==> src/rtl/sha3_round_sequencer.sv <==
// sha3_round_sequencer
// Walks the Keccak-f[1600] round datapath through one permutation. Each round
// pulses round_sample, waits for round_good from the last stage, and then
// advances the iota round index. A per-round watchdog parks the FSM in a
// sticky error state if the datapath stops answering. Every output is a
// registered Moore output, decoded from the next state.

module sha3_round_sequencer #(
  parameter int ROUNDS   = 24,  // rounds per permutation, 1..32
  parameter int MAX_WAIT = 15   // WAIT cycles tolerated without round_good, 1..255
) (
  input  logic       clk,
  input  logic       rst,
  input  logic       start,
  output logic       ready,
  output logic       busy,
  output logic       round_sample,
  input  logic       round_good,
  output logic [4:0] round_idx,
  output logic       feed_sel,
  output logic       done,
  output logic       error,
  input  logic       clear_err
);

  localparam int              CNT_W    = $clog2(MAX_WAIT + 1);
  localparam logic [CNT_W-1:0] CNT_MAX = CNT_W'(MAX_WAIT);
  localparam logic [4:0]       LAST_IDX = 5'(ROUNDS - 1);

  localparam logic [2:0] S_IDLE  = 3'd0;
  localparam logic [2:0] S_ISSUE = 3'd1;
  localparam logic [2:0] S_WAIT  = 3'd2;
  localparam logic [2:0] S_DONE  = 3'd3;
  localparam logic [2:0] S_ERR   = 3'd4;

  logic [2:0]       r_state;
  logic [4:0]       r_round_idx;
  logic             r_feed_sel;
  logic [CNT_W-1:0] r_wait_cnt;
  logic             r_ready;
  logic             r_busy;
  logic             r_sample;
  logic             r_done;
  logic             r_error;

  logic [2:0]       w_next_state;
  logic [4:0]       w_next_idx;
  logic             w_next_feed;
  logic [CNT_W-1:0] w_next_cnt;

  // Next-state, round index, feed select and watchdog counter.
  always_comb begin
    // NOTE: every signal gets a default first, so no path through the case leaves it unassigned and no latch is inferred.
    w_next_state = r_state;
    w_next_idx   = r_round_idx;
    w_next_feed  = r_feed_sel;
    w_next_cnt   = r_wait_cnt;
    case (r_state)
      S_IDLE: begin
        if (start) begin
          w_next_state = S_ISSUE;
          w_next_idx   = 5'd0;
          w_next_feed  = 1'b0;
        end
      end
      S_ISSUE: begin
        w_next_state = S_WAIT;
        w_next_cnt   = '0;
      end
      S_WAIT: begin
        // A response arriving on the last allowed cycle beats the timeout.
        if (round_good) begin
          if (r_round_idx == LAST_IDX) begin
            w_next_state = S_DONE;
          end else begin
            w_next_state = S_ISSUE;
            w_next_idx   = r_round_idx + 5'd1;
            w_next_feed  = 1'b1;
          end
        end else begin
          if (r_wait_cnt != CNT_MAX) begin
            w_next_cnt = r_wait_cnt + 1'b1;
          end
          if (r_wait_cnt >= CNT_MAX - 1'b1) begin
            w_next_state = S_ERR;
          end
        end
      end
      S_DONE: begin
        w_next_state = S_IDLE;
        w_next_idx   = 5'd0;
        w_next_feed  = 1'b0;
      end
      S_ERR: begin
        if (clear_err) begin
          w_next_state = S_IDLE;
          w_next_idx   = 5'd0;
          w_next_feed  = 1'b0;
        end
      end
      default: begin
        w_next_state = S_IDLE;
        w_next_idx   = 5'd0;
        w_next_feed  = 1'b0;
        w_next_cnt   = '0;
      end
    endcase
  end

  // State plus Moore outputs decoded from the next state; async reset clears all.
  always_ff @(posedge clk or posedge rst) begin
    if (rst) begin
      r_state     <= S_IDLE;
      r_round_idx <= 5'd0;
      r_feed_sel  <= 1'b0;
      r_wait_cnt  <= '0;
      r_ready     <= 1'b1;
      r_busy      <= 1'b0;
      r_sample    <= 1'b0;
      r_done      <= 1'b0;
      r_error     <= 1'b0;
    end else begin
      // NOTE: non-blocking assignments so all registers update together from pre-edge values.
      r_state     <= w_next_state;
      r_round_idx <= w_next_idx;
      r_feed_sel  <= w_next_feed;
      r_wait_cnt  <= w_next_cnt;
      r_ready     <= (w_next_state == S_IDLE);
      r_busy      <= (w_next_state == S_ISSUE) || (w_next_state == S_WAIT) ||
                     (w_next_state == S_DONE);
      r_sample    <= (w_next_state == S_ISSUE);
      r_done      <= (w_next_state == S_DONE);
      r_error     <= (w_next_state == S_ERR);
    end
  end

  assign ready        = r_ready;
  assign busy         = r_busy;
  assign round_sample = r_sample;
  assign round_idx    = r_round_idx;
  assign feed_sel     = r_feed_sel;
  assign done         = r_done;
  assign error        = r_error;

endmodule

==> config.mk <==
export PLATFORM = sky130hd
export DESIGN_NAME = sha3_round_sequencer
export DESIGN_NICKNAME = d
export VERILOG_FILES = /design/src/rtl/sha3_round_sequencer.sv
export SDC_FILE = /design/constraint.sdc
export NUM_CORES = 1
export LEC_CHECK = 0
export BUFFER_PORTS_ARGS = -buffer_cell sky130_fd_sc_hd__buf_2
export CORE_MARGIN = 2
export CORE_UTILIZATION = 49
export DETAILED_ROUTE_END_ITERATION = 10
export PLACE_DENSITY = 0.73
export SYNTH_ARGS = -nofsm -noshare
export SYNTH_HDL_FRONTEND = slang
export SYNTH_SLANG_ARGS = --single-unit
==> constraint.sdc <==
create_clock -name clk -period 1.7 [get_ports clk]
set_clock_uncertainty 0.05 [all_clocks]
set_input_delay 0.17 -clock clk [delete_from_list [all_inputs] [get_ports clk]]
set_output_delay 0.17 -clock clk [all_outputs]
set_load 0.005 [all_outputs]
# Word-level counts from Yosys, hierarchy flattened
# Cells that the tools add are included.
# Widths: inputs -> output; s select.
# totals
out_inout_bits	11
wordCells	56
inputBits	5
regBits	18
# op_classes
n_eq_ne	16
add_sub_neg	2
muxes	19
reduce_logical	7
order_cmp	1
bitwise	2
# ops
op	n
$mux 5	4
$pmux 5 s4	1
$eq 3x2->1 const B	4
$mux 3	4
$ne 2x2->1 const B	6
$pmux 3 s4	1
$mux 4	2
$pmux 4 s2	1
$eq 3x1->1 const B	2
$eq 3x3->1 const B	2
$logic_not 3->1	2
$add 5x1->5 const B	1
$eq 5x5->1 const B	1
$reduce_and 5->1	1
$add 4x1->4 const B	1
$ge 4x4->1 const B	1
$mux 1	4
$ne 4x4->1 const B	1
$pmux 1 s4	1
$reduce_and 3->1	1
$reduce_or 3->1	1
$logic_or 1x1->1	2
$mux 2	1
$not 1->1	2

# Logic depth before layout (Yosys ltp)
# logic_depth
depth_word	7
depth_mapped	5

# Worst setup path after synthesis
# Ideal clock, no wire load.
# synth_path
path_kind	reg2reg
from	register r_wait_cnt[0]
to	register r_sample (netlist: round_sample)
arrival_time_ns	1.433
n_path_buf	0
setup_time_ns	0.119
stages_incl_launch_ff	6
setup_slack_ns	0.099
cell_sequence	dfrtp_1 > inv_1 > ha_1 > o2111a_1 > or3b_1 > o21a_1
# synth_via
elab_chain_cells	5
# synth_rtl
element	line	rtl
start: declaration	39	logic [CNT_W-1:0] r_wait_cnt;
start signal: assignment	127	r_wait_cnt <= w_next_cnt;
$ge 4x4->1	84	if (r_wait_cnt >= CNT_MAX - 1'b1) begin
$mux 3	84	
$mux 3	72	if (round_good) begin
$pmux 3 s4	58	case (r_state)
$eq 3x1->1	131	r_sample <= (w_next_state == S_ISSUE);
end signal: assignment	131	
end: declaration	42	logic r_sample;
# Every way passes these cells.
# A chain may end at the register's enable or synchronous reset.

# Worst setup path in the final report
# layout_path
from	register r_wait_cnt[1]
to	register r_state[1]
# layout_via
elab_chain_cells	4
# layout_rtl
element	line	rtl
$ge 4x4->1	84	
$mux 3	84	
$mux 3	72	
$pmux 3 s4	58	
net w_next_state[1]	46	logic [2:0] w_next_state;
end signal: assignment	124	r_state <= w_next_state;
end: declaration	36	logic [2:0] r_state;
# The timed path passes the listed nets, and every way through them passes these cells.

==> impl_results.md <==
- Net Sw Power: 0.000734 W
- Diodes inserted: 0
- First DRT Iteration DRCs: 17
- Nets: 142
- CTS H-tree lvls: 1
- # DRC: 0
- Hpwl dp: 1620 um
- Initial antenna violation count: 0
- Slew HR: a little under three fifths
- Place WS: -21.2 ps
- Row cnt: 16
- Post-synth EDFFs: 0
- P_int: 0.00116 W
- Root Driver: clkbuf_4
- Post-synthesis instance total: 109
- Status: completed
- Max Fclk: 602 MHz
- Antenna Violating Nets Remaining: 0
- Multi-input gate area: 552 um2
- Fillers: between 150 and 200
- Slew at the pin closest to its max-slew limit: 668 ps
- Part of the power in registers: 40.1%
- Setup ws final: 37.9 ps
- Worst stage delay on the critical path: 460 ps
- Worst VDD drop: 0.789 mV
- Clock Tree Buf Depth: 2
- Worst skew pair latency: 290 ps
- Pin count of the biggest net entering global routing: 19
- Syn-to-layout area delta: 18.8%
- Clk slew on worst S/H paths: 100 ps
- Placed instance count: 154
- I/O pin total: 16
- PwrDens: 1520 mW/mm2
- Seq/Total Area, Yosys: 43.2%
- Max Slew Vio Count: 0
- Kind of critical path: flop to flop
- Core Util, Final: between 60% and 70%
- Vias per Instance: ~5.6
- First-pass GRT wire length: 3590 um
- Worst setup SP type: flop
- Die footprint: 0.00252 mm2
- WP buf/inv: 0
- Vias: 890
- Fin cells: 160
- CTS tree: done
- CTS sink cnt: 18
- Fin crit share: 97.8%
- Seq. cell area: 453 um2
- Arr. time, crit path: around 1800 ps
- Placeable Area: around 0.0020 mm2
- RSZ-0062 raised after global routing: yes
- Leakage power: between 0.5 and 0.6 nW
- Die width: 50.2 um
- Main flop type after synthesis: dfrtp_1
- Total grt overflow: 0
- Max-Cap Viols: 0
- Data required time of the critical path: 1850 ps
- Routed wire length: 2170 um
- Crit. End Element: flop
- Final Hold Viols: 0
- Gpl congestion: 0.824
- Syn Nets: 117
- Minimum clock period: about 1700 ps
- Part of the power in combinational logic: 46.1%
- DR WL/cell: 13.6 um
- CTS Buf Count: 3
- Avg Cell Area, Syn: 9.60 um2
- Crit path max-delay family: compound AO/OA/AOI/OAI gates
- DR pass1 iterations: 4
- Final count of negative-setup-slack endpoints: 0
- DIE HEIGHT: 50.2 um
- Initial Util: between 50 and 60%
- Global-route usage over all layers: 18.7%
- Vias in the first global route: 832
- PortBufs: 15
- Type of the tightest min-delay check: primary input to flop
- Distinct cells, synth: 41
- Setup TNS: 0 ps
- Cell Area, Synth: around 0.0010 mm2
- Sw frac: a little under 40%
- Clock power share: 13.8%
- Synth Register Bits: 18
- Crit-path cells: ha_2, o2111a_1, or3b_4, o32ai_2
- Worst path slowest cell: dfrtp_2
- Critical path fanouts, max: 7
- Yosys warning total: 0
- Layout cells sized above 1: 29.3%
- Share of flip-flops with an asynchronous set or reset: 100%
[sequential cells by signal, summed over array words and instances, names as in the netlist]
name	flops
busy	1
done	1
error	1
feed_sel	1
r_state	3
r_wait_cnt	4
ready	1
round_idx	5
round_sample	1
[cell type report]
type                    count  area share (%)
well taps                  27            2.72
multi-input cells          80            44.4
repair buffers             23            11.1
flip-flops and latches     18            36.5
inverters                   8            2.42
clock buffers               4            2.92
[cell usage after synthesis, types with 2 or more instances]
library cell   n  area, um2
nor3_1         3       15.0
o21a_1         2       15.0
a21oi_1        7       35.0
o221ai_1       2       17.5
ha_1           3       37.5
o21ai_1        4       20.0
nand4b_1       2       17.5
o211ai_1       2       15.0
nand2_1       12       45.0
inv_1          7       26.3
nand2b_1       5       31.3
dfrtp_1       17        425
o22a_1         2       17.5
a31oi_1        3       18.8
nand3_1        5       25.0
nor2_1         8       30.0
[worst reg2reg max path, delay by kind of cell (launching register included)]
| family | cells | cell delay, ps |
|---|---|---|
| and+or+nand+nor | 1 | 400 |
| adders and majority gates | 1 | 190 |
| DFF | 1 | 460 |
| AOI/OAI and AO/OA | 2 | 480 |
[cells in the final DEF, fill, tap and decap left out, types with 2 or more instances in the layout]
cell      synthesis  final
dfrtp_1          17     16
o221ai_1          2      2
a21oi_1           7      7
buf_4             1      7
ha_1              3      2
nor3_1            3      3
o22a_1            2      2
nand4b_1          2      2
inv_1             7      6
clkbuf_4          0      3
nand2b_1          5      5
a31oi_2           1      2
nand2_1          12     12
o21ai_1           4      4
o211ai_1          2      2
inv_2             1      2
nor2_1            8      8
nand3_1           5      5
buf_2             1     15
a31oi_1           3      2
o21a_1            2      2
[layer usage]
| layer | vias to the layer above | GRT usage [%] | routed length [um] |
|---|---|---|---|
| met1 | 433 | 23.4 | 989 |
| li1 | 442 | - | - |
| met3 | 2 | 2.68 | 61 |
| met5 | - | 0 | 0 |
| met4 | 0 | 6.94 | 14 |
| met2 | 13 | 32.5 | 1100 |
[kinds of logic after synthesis]
family | after synthesis | share of synthesized area [%]
simple gates | 43 | 23.4
buf+inv | 11 | 5.14
fa+ha+maj | 3 | 3.59
mux | 2 | 2.03
flops | 18 | 43.2
compound gates | 32 | 22.6
[metrics by stage]
stage | cell area [um2] | hold WS [ps] | power, W
floorplan | 1050 | 57.8 | 0.00132
global placement | 1180 | 253 | 0.00156
detailed placement | 1180 | 246 | 0.00159
CTS | 1230 | 101 | 0.00188
global route | 1240 | 137 | 0.00205
finish | 1240 | 113 | 0.00189
[timing repair]
action                                  CTS  global route
pin swaps                                 0             1
endpoints found under the setup margin    2             3
hold buffers                              1             0
endpoints found under the hold margin    17             0
buffers inserted                          1             0
gates resized for setup                   2             3
[worst paths after layout]
kind,startpoint,endpoint,cells past startpoint,slack (ps)
worst max-delay path,r_wait_cnt[1]$_DFFE_PP0P_,r_state[1]$_DFF_PP0_,4,40
worst min-delay path,start,ready$_DFF_PP1_,3,110
worst max register to register,r_wait_cnt[1]$_DFFE_PP0P_,r_state[1]$_DFF_PP0_,4,40
worst min register to register,feed_sel$_DFFE_PP0P_,feed_sel$_DFFE_PP0P_,1,460
max in group asynchronous,rst,r_wait_cnt[1]$_DFFE_PP0P_,3,670
min in group asynchronous,rst,done$_DFF_PP0_,3,470
[power by group through the flow]
stage                     clock [W]  sequential (W)  combinational [W]
after global routing       0.000287        0.000778           0.000983
final                      0.000260        0.000759           0.000871
after detailed placement          0        0.000762           0.000832
after CTS                  0.000266        0.000749           0.000869
after global placement            0        0.000749           0.000812
after floorplan                   0        0.000734           0.000583
(Power assumes the default switching activity.)
